`src/rtl/vdp_slot_pkg.sv`:
```
// Shared types and constants for the MSX slot I/O to VDP request bus bridge.
package vdp_slot_pkg;

  localparam int unsigned VDP_IO_PORTS = 4;
  localparam int unsigned BUS_ADDR_W   = $clog2(VDP_IO_PORTS);
  localparam int unsigned BUS_DATA_W   = 8;
  localparam logic [BUS_DATA_W-1:0] TIMEOUT_DATA = 8'hFF;

  typedef enum logic [2:0] {
    IDLE,
    WR_REQ,
    RD_REQ,
    RD_DRIVE,
    WAIT_END
  } state_t;

  // Request payload held stable from bus_valid rise until the transfer
  typedef struct packed {
    logic                  write;
    logic [BUS_ADDR_W-1:0] address;
    logic [BUS_DATA_W-1:0] wdata;
  } bus_req_t;

endpackage

```
`src/rtl/vdp_slot_io_bridge_if.sv`:
```
// Internal request/ready bus between the slot bridge and the VDP port decoder.
interface vdp_slot_io_bridge_if;
  import vdp_slot_pkg::*;

  logic                  bus_valid;
  logic                  bus_write;
  logic [BUS_ADDR_W-1:0] bus_address;
  logic [BUS_DATA_W-1:0] bus_wdata;
  logic                  bus_ready;
  logic [BUS_DATA_W-1:0] bus_rdata;

  modport master (
    output bus_valid, bus_write, bus_address, bus_wdata,
    input  bus_ready, bus_rdata
  );

  modport slave (
    input  bus_valid, bus_write, bus_address, bus_wdata,
    output bus_ready, bus_rdata
  );

endinterface

```
`src/rtl/vdp_slot_sync.sv`:
```
// Synchroniser chain for one raw slot strobe, plus a delayed copy for edge detection.
module vdp_slot_sync #(
  parameter int unsigned STAGES = 2
) (
  input  logic clk,
  input  logic reset,
  input  logic din,
  output logic level,
  output logic prev
);

  logic [STAGES-1:0] chain_q;
  logic              prev_q;

  // Flops reset to 1 so a released strobe reads as inactive
  always_ff @(posedge clk) begin
    if (reset) begin
      chain_q <= '1;
      prev_q  <= 1'b1;
    end else begin
      chain_q <= {chain_q[STAGES-2:0], din};
      prev_q  <= chain_q[STAGES-1];
    end
  end

  assign level = chain_q[STAGES-1];
  assign prev  = prev_q;

endmodule

```
`src/rtl/vdp_slot_io_bridge.sv`:
```
// Converts asynchronous Z80 slot I/O cycles in a 4-port window into single-clock
// request/ready transfers, driving slot data direction and /WAIT for reads.
module vdp_slot_io_bridge
  import vdp_slot_pkg::*;
#(
  parameter logic [7:0]  IO_BASE      = 8'h88,
  parameter int unsigned SYNC_STAGES  = 2,
  parameter int unsigned WAIT_TIMEOUT = 255
) (
  input  logic       clk,
  input  logic       reset,
  input  logic       slot_iorq_n,
  input  logic       slot_rd_n,
  input  logic       slot_wr_n,
  input  logic [7:0] slot_a,
  input  logic [7:0] slot_d_in,
  output logic [7:0] slot_d_out,
  output logic       slot_data_dir,
  output logic       slot_wait,
  vdp_slot_io_bridge_if.master bus
);

  localparam int unsigned CNT_W = 8;
  localparam logic [CNT_W-1:0] CNT_LAST = CNT_W'(WAIT_TIMEOUT - 1);

  logic iorq_s, iorq_p, rd_s, rd_p, wr_s, wr_p;

  vdp_slot_sync #(.STAGES(SYNC_STAGES)) u_sync_iorq (
    .clk(clk), .reset(reset), .din(slot_iorq_n), .level(iorq_s), .prev(iorq_p)
  );
  vdp_slot_sync #(.STAGES(SYNC_STAGES)) u_sync_rd (
    .clk(clk), .reset(reset), .din(slot_rd_n), .level(rd_s), .prev(rd_p)
  );
  vdp_slot_sync #(.STAGES(SYNC_STAGES)) u_sync_wr (
    .clk(clk), .reset(reset), .din(slot_wr_n), .level(wr_s), .prev(wr_p)
  );

  logic wr_act, rd_act, wr_rise, rd_rise, addr_hit;

  assign wr_act   = ~iorq_s & ~wr_s;
  assign rd_act   = ~iorq_s & ~rd_s;
  assign wr_rise  = wr_act & ~(~iorq_p & ~wr_p);
  assign rd_rise  = rd_act & ~(~iorq_p & ~rd_p);
  assign addr_hit = (slot_a[7:2] == IO_BASE[7:2]);

  state_t          state_q, state_d;
  bus_req_t        req_q, req_d;
  logic            valid_q, valid_d;
  logic            wait_q, wait_d;
  logic            dir_q, dir_d;
  logic [7:0]      dout_q, dout_d;
  logic [CNT_W-1:0] cnt_q, cnt_d;

  always_ff @(posedge clk) begin
    if (reset) begin
      state_q <= IDLE;
      req_q   <= '0;
      valid_q <= 1'b0;
      wait_q  <= 1'b0;
      dir_q   <= 1'b0;
      dout_q  <= 8'h00;
      cnt_q   <= '0;
    end else begin
      state_q <= state_d;
      req_q   <= req_d;
      valid_q <= valid_d;
      wait_q  <= wait_d;
      dir_q   <= dir_d;
      dout_q  <= dout_d;
      cnt_q   <= cnt_d;
    end
  end

  always_comb begin
    state_d = state_q;
    req_d   = req_q;
    valid_d = valid_q;
    wait_d  = wait_q;
    dir_d   = dir_q;
    dout_d  = dout_q;
    cnt_d   = cnt_q;

    unique case (state_q)
      IDLE: begin
        // A write edge takes priority over a coincident (illegal) read edge
        if (wr_rise && addr_hit) begin
          req_d   = '{write: 1'b1, address: slot_a[1:0], wdata: slot_d_in};
          valid_d = 1'b1;
          state_d = WR_REQ;
        end else if (rd_rise && addr_hit) begin
          req_d.write   = 1'b0;
          req_d.address = slot_a[1:0];
          valid_d       = 1'b1;
          wait_d        = 1'b1;
          cnt_d         = '0;
          state_d       = RD_REQ;
        end
      end

      WR_REQ: begin
        if (bus.bus_ready) begin
          valid_d = 1'b0;
          state_d = WAIT_END;
        end
      end

      RD_REQ: begin
        if (bus.bus_ready) begin
          dout_d  = bus.bus_rdata;
          valid_d = 1'b0;
          dir_d   = 1'b1;
          wait_d  = 1'b0;
          state_d = RD_DRIVE;
        end else if (cnt_q == CNT_LAST) begin
          // Core never answered: release the CPU with open-bus data
          dout_d  = TIMEOUT_DATA;
          valid_d = 1'b0;
          dir_d   = 1'b1;
          wait_d  = 1'b0;
          state_d = RD_DRIVE;
        end else begin
          cnt_d = cnt_q + 1'b1;
        end
      end

      RD_DRIVE: begin
        if (!rd_act) begin
          dir_d   = 1'b0;
          state_d = IDLE;
        end
      end

      WAIT_END: begin
        if (!wr_act && !rd_act) begin
          state_d = IDLE;
        end
      end

      default: state_d = IDLE;
    endcase
  end

  assign slot_d_out      = dout_q;
  assign slot_data_dir   = dir_q;
  assign slot_wait       = wait_q;
  assign bus.bus_valid   = valid_q;
  assign bus.bus_write   = req_q.write;
  assign bus.bus_address = req_q.address;
  assign bus.bus_wdata   = req_q.wdata;

endmodule
```
`src/flat_wrapper.sv`:
```
// flat-port wrapper written by rule: the top's interface ports become plain ports
module vdp_slot_io_bridge_flat import vdp_slot_pkg::*;
#(
  parameter logic [7:0]  IO_BASE      = 8'h88,
  parameter int unsigned SYNC_STAGES  = 2,
  parameter int unsigned WAIT_TIMEOUT = 255
)
  (clk, reset, slot_iorq_n, slot_rd_n, slot_wr_n, slot_a, slot_d_in, slot_d_out, slot_data_dir, slot_wait, bus_bus_valid, bus_bus_write, bus_bus_address, bus_bus_wdata, bus_bus_ready, bus_bus_rdata);
  vdp_slot_io_bridge_if bus_i ();
  input  logic clk;
  input  logic reset;
  input  logic slot_iorq_n;
  input  logic slot_rd_n;
  input  logic slot_wr_n;
  input  logic [7:0] slot_a;
  input  logic [7:0] slot_d_in;
  output logic [7:0] slot_d_out;
  output logic slot_data_dir;
  output logic slot_wait;
  output wire logic [$bits(bus_i.bus_valid)-1:0] bus_bus_valid;
  output wire logic [$bits(bus_i.bus_write)-1:0] bus_bus_write;
  output wire logic [$bits(bus_i.bus_address)-1:0] bus_bus_address;
  output wire logic [$bits(bus_i.bus_wdata)-1:0] bus_bus_wdata;
  input wire logic [$bits(bus_i.bus_ready)-1:0] bus_bus_ready;
  input wire logic [$bits(bus_i.bus_rdata)-1:0] bus_bus_rdata;
  assign bus_bus_valid = bus_i.bus_valid;
  assign bus_bus_write = bus_i.bus_write;
  assign bus_bus_address = bus_i.bus_address;
  assign bus_bus_wdata = bus_i.bus_wdata;
  assign bus_i.bus_ready = bus_bus_ready;
  assign bus_i.bus_rdata = bus_bus_rdata;
  vdp_slot_io_bridge #(.IO_BASE(IO_BASE), .SYNC_STAGES(SYNC_STAGES), .WAIT_TIMEOUT(WAIT_TIMEOUT)) u_core (.clk(clk), .reset(reset), .slot_iorq_n(slot_iorq_n), .slot_rd_n(slot_rd_n), .slot_wr_n(slot_wr_n), .slot_a(slot_a), .slot_d_in(slot_d_in), .slot_d_out(slot_d_out), .slot_data_dir(slot_data_dir), .slot_wait(slot_wait), .bus(bus_i));
endmodule
```
`config.mk`:
```
export PLATFORM = sky130hd
export DESIGN_NAME = vdp_slot_io_bridge_flat
export DESIGN_NICKNAME = d
export VERILOG_FILES = /design/src/rtl/vdp_slot_pkg.sv /design/src/rtl/vdp_slot_io_bridge_if.sv /design/src/rtl/vdp_slot_sync.sv /design/src/rtl/vdp_slot_io_bridge.sv /design/src/flat_wrapper.sv
export SDC_FILE = /design/constraint.sdc
export NUM_CORES = 1
export LEC_CHECK = 0
export ABC_AREA = 1
export BUFFER_PORTS_ARGS = -buffer_cell sky130_fd_sc_hd__buf_2
export CAP_MARGIN = 20
export CORE_MARGIN = 2
export CORE_UTILIZATION = 45
export DETAILED_ROUTE_END_ITERATION = 7
export PLACE_DENSITY = 0.7
export SKIP_LAST_GASP = 1
export SYNTH_ARGS = -nofsm -noshare
export SYNTH_HDL_FRONTEND = slang
export SYNTH_SLANG_ARGS = --single-unit
```
`constraint.sdc`:
```
create_clock -name clk -period 3.4 [get_ports clk]
set_input_delay 0.68 -clock clk [delete_from_list [all_inputs] [get_ports clk]]
set_output_delay 0.68 -clock clk [all_outputs]
set_load 0.02 [all_outputs]
```
==> summary.md <==
| Metric | Value |
|---|---|
| Status | `completed` |
| Worst-Margin Slew | `0.656 ns` |
| Final wirelength | `4.00 mm` |
| Synth Warn # | `0` |
| Highest metal used | `met4` |
| Area share of the largest cell type after synthesis | `43.6%` |
| Rows | `23` |
| Core area | `4060 µm²` |
| Unrepaired setup endpoints after global routing | `no` |
| Final Cell Area | `2320 µm²` |
| #FFs+latches synth | `42` |
| Vias in the first global route | `1630` |
| Final Hold Fails | `0` |
| Peak Freq | `573 MHz` |
| Async SR Flop Fraction | `0%` |
| DR WL met3 | `110 µm` |
| DR vias/cell | `4.91` |
| Synthesized area per cell | `7.60 µm²` |
| Pre-CTS WS | `1.34 ns` |
| CP max FO | `14` |
| Maximum buffer depth of the clock tree | `2` |
| Hold Path Class | `reg -> reg` |
| Number of DRC markers in iteration 0 | `63` |
| Fraction of layout cells with a size suffix above 1 | `30.2%` |
| CP startpoint | `slot_a[5]` |
| R2R Path Start | `u_core.state_q[2]` |
| Gr usage total | `17.7%` |
| Area occupied by multi-input gates | `967 µm²` |
| WL/cell | `11.3 µm` |
| Comb power frac | `30.6%` |
| Met1 WL | `1.87 mm` |
| Number of clock sinks | `42` |
| Worst r2r path cells | `9` |
| Ports | `52` |
| First-pass GRT wire length | `7.02 mm` |
| Layout Nets | `336` |
| Synth area leaders | `dfxtp_1, nand2_1, a21oi_1, nor2_1, nand3_1` |
| Area leader, netlist | `dfxtp_1` |
| Largest net degree at the start of global routing | `35` |
| Setup TNS | `0 ns` |
| Post-layout util | `57.3%` |
| Post-DP HPWL | `2.87 mm` |
| Net Sw Frac | `35.5%` |
| PwrDens | `609 nW/µm²` |
| DR vias | `1744` |
| Max-slew violations | `0` |
| Tmin final | `1.75 ns` |
| CTS tree | `yes` |
| Slew headroom | `56.3%` |
| GR Overflow Total | `0` |
| Most frequent cells after synthesis | `nand2_1, dfxtp_1, nor2_1` |
| Clock latency at the later pin of the worst-skew pair | `0.30 ns` |
| Sequential cell area fraction in the yosys report | `43.6%` |
| Synth Flop Type | `dfxtp_1` |
| Power Total | `1.42 mW` |
| Psw | `0.503 mW` |
| Mapped cell area | `1930 µm²` |
| Critical path startpoint category | `input pin` |
| Hold slack | `0.411 ns` |
| Postcts setup bufs | `0` |
| DRC Markers | `0` |
| Number of max-cap violations | `0` |
| Critical path endpoint category | `flop` |
| Port buffer count | `51` |
| Setup violations, final | `0` |
| FF/Latch Area | `841 µm²` |
| Skew final | `0.00539 ns` |
| Syn_nets | `286` |
| Data arrival time of the worst path | `1.98 ns` |
| Clk root buf | `clkbuf_8` |
| Initial Util | `47.5%` |
| RR Endpoint | `u_core.cnt_q[3]` |
| P_leak | `1.04 nW` |
| P_int | `0.913 mW` |
| Number of synthesized flops with an enable pin | `0` |
| Library cells used by synthesis | `25` |
| Pre-Repair DR Iteration Count | `4` |
| Fill count | `403` |
| CTS Buf Count | `5` |
| Count leader, synth | `nand2_1` |
| Clock transition at path regs | `0.08 ns` |
| Post-CTS Hold Buffers | `0` |
| DRT antenna net count | `0` |
| DIE AREA | `4830 µm²` |
| Non-Filler Instances | `355` |
| Met2 wire length | `1.94 mm` |
| Synth Instances | `254` |
| Fin crit share | `51.3%` |
| Die H | `69.5 µm` |
| Part of the power in registers | `41.7%` |
| FF-to-FF setup slack | `1.76 ns` |
| Post-CTS Resized | `0` |
| Initial antenna violation count | `0` |
| Share of power burned in the clock network | `27.6%` |
| Die Width | `69.5 µm` |
| Peak supply drop | `0.000321 V` |
| GP Congestion | `0.787` |
| Area grow syn2layout | `20.4%` |
| Final WS setup | `1.65 ns` |
| Req. time, crit path | `3.63 ns` |
| Ant diodes | `0` |
| Worst setup path category | `in -> reg` |
| H-tree lvl count | `2` |
| Placed cells | `347` |
| Crit path to | `u_core.cnt_q[3]` |
| Post-DP Area | `2210 µm²` |
## layout make-up
class	instances	share of cell area (%)
clock inverter	2	1.62
inverter	22	3.77
timing repair buffer	51	11.0
tap	50	2.69
sequential	42	36.2
multi-input combinational	182	41.6
clock buffer	6	3.12
## kinds of logic after synthesis
| logic type | synth area share [%] |
|---|---|
| and+or+nand+nor | 35.5 |
| AOI/OAI and AO/OA | 11.5 |
| buffers and inverters | 6.29 |
| DFF | 43.6 |
| adders and majority gates | 1.30 |
| xor gates and xnor gates | 1.82 |
## layout by cell type, fill, tap and decap left out, types with 3 or more instances in the layout
cell,Yosys,routed
nand2_1,55,55
buf_2,3,51
dfxtp_1,42,42
nor2_1,25,25
a21oi_1,24,24
inv_1,17,17
nand3_1,17,17
nor3_1,16,16
a21oi_2,7,7
or2_2,7,7
o21ai_0,5,5
clkbuf_8,0,5
nand2_4,4,4
nor2_4,3,3
inv_2,3,3
nand2_2,3,3
o21ai_1,3,3
## worst min-delay path by stage
stage | start | to | slack, ns | cells after the start
floorplan | u_core.u_sync_iorq.chain_q[0] | u_core.u_sync_iorq.chain_q[1] | 0.39 | 1
global placement | u_core.u_sync_rd.chain_q[0] | u_core.u_sync_rd.chain_q[1] | 0.39 | 1
detailed placement | u_core.u_sync_iorq.chain_q[0] | u_core.u_sync_iorq.chain_q[1] | 0.39 | 1
CTS | u_core.u_sync_iorq.chain_q[0] | u_core.u_sync_iorq.chain_q[1] | 0.41 | 1
global route | u_core.u_sync_wr.chain_q[0] | u_core.u_sync_wr.chain_q[1] | 0.43 | 1
finish | u_core.u_sync_iorq.chain_q[0] | u_core.u_sync_iorq.chain_q[1] | 0.41 | 1
## critical path: stages
cell	delay (ns)
buf_2	0.09
nor2_1	0.09
nand2_1	0.06
nor2_1	0.21
nand3_2	0.32
nand2_4	0.17
inv_4	0.07
nand2_8	0.08
nand2_1	0.08
a21oi_2	0.12
## per-layer routing
| metal | track usage (%) | vias to the layer above |
|---|---|---|
| li1 | - | 920 |
| met3 | 3.63 | 7 |
| met1 | 21.3 | 797 |
| met2 | 30.8 | 20 |
| met4 | 7.19 | 0 |
| met5 | 0 | - |
## sequential cells by signal (all words and copies together) (netlist names), 2 cells and up
name,count
u_core.bus.bus_address,2
u_core.bus.bus_wdata,8
u_core.cnt_q,8
u_core.slot_d_out,8
u_core.state_q,3
u_core.u_sync_iorq.chain_q,2
u_core.u_sync_rd.chain_q,2
u_core.u_sync_wr.chain_q,2
## power groups by stage
stage	logic, mW	registers (mW)	clock network [mW]
2_1_floorplan	0.310	0.626	0
3_3_place_gp	0.429	0.601	0
3_5_place_dp	0.435	0.602	0
4_1_cts	0.437	0.590	0.401
5_1_grt	0.482	0.598	0.422
6_report	0.434	0.591	0.391
Note: power is estimated with default switching activity, not from simulation.
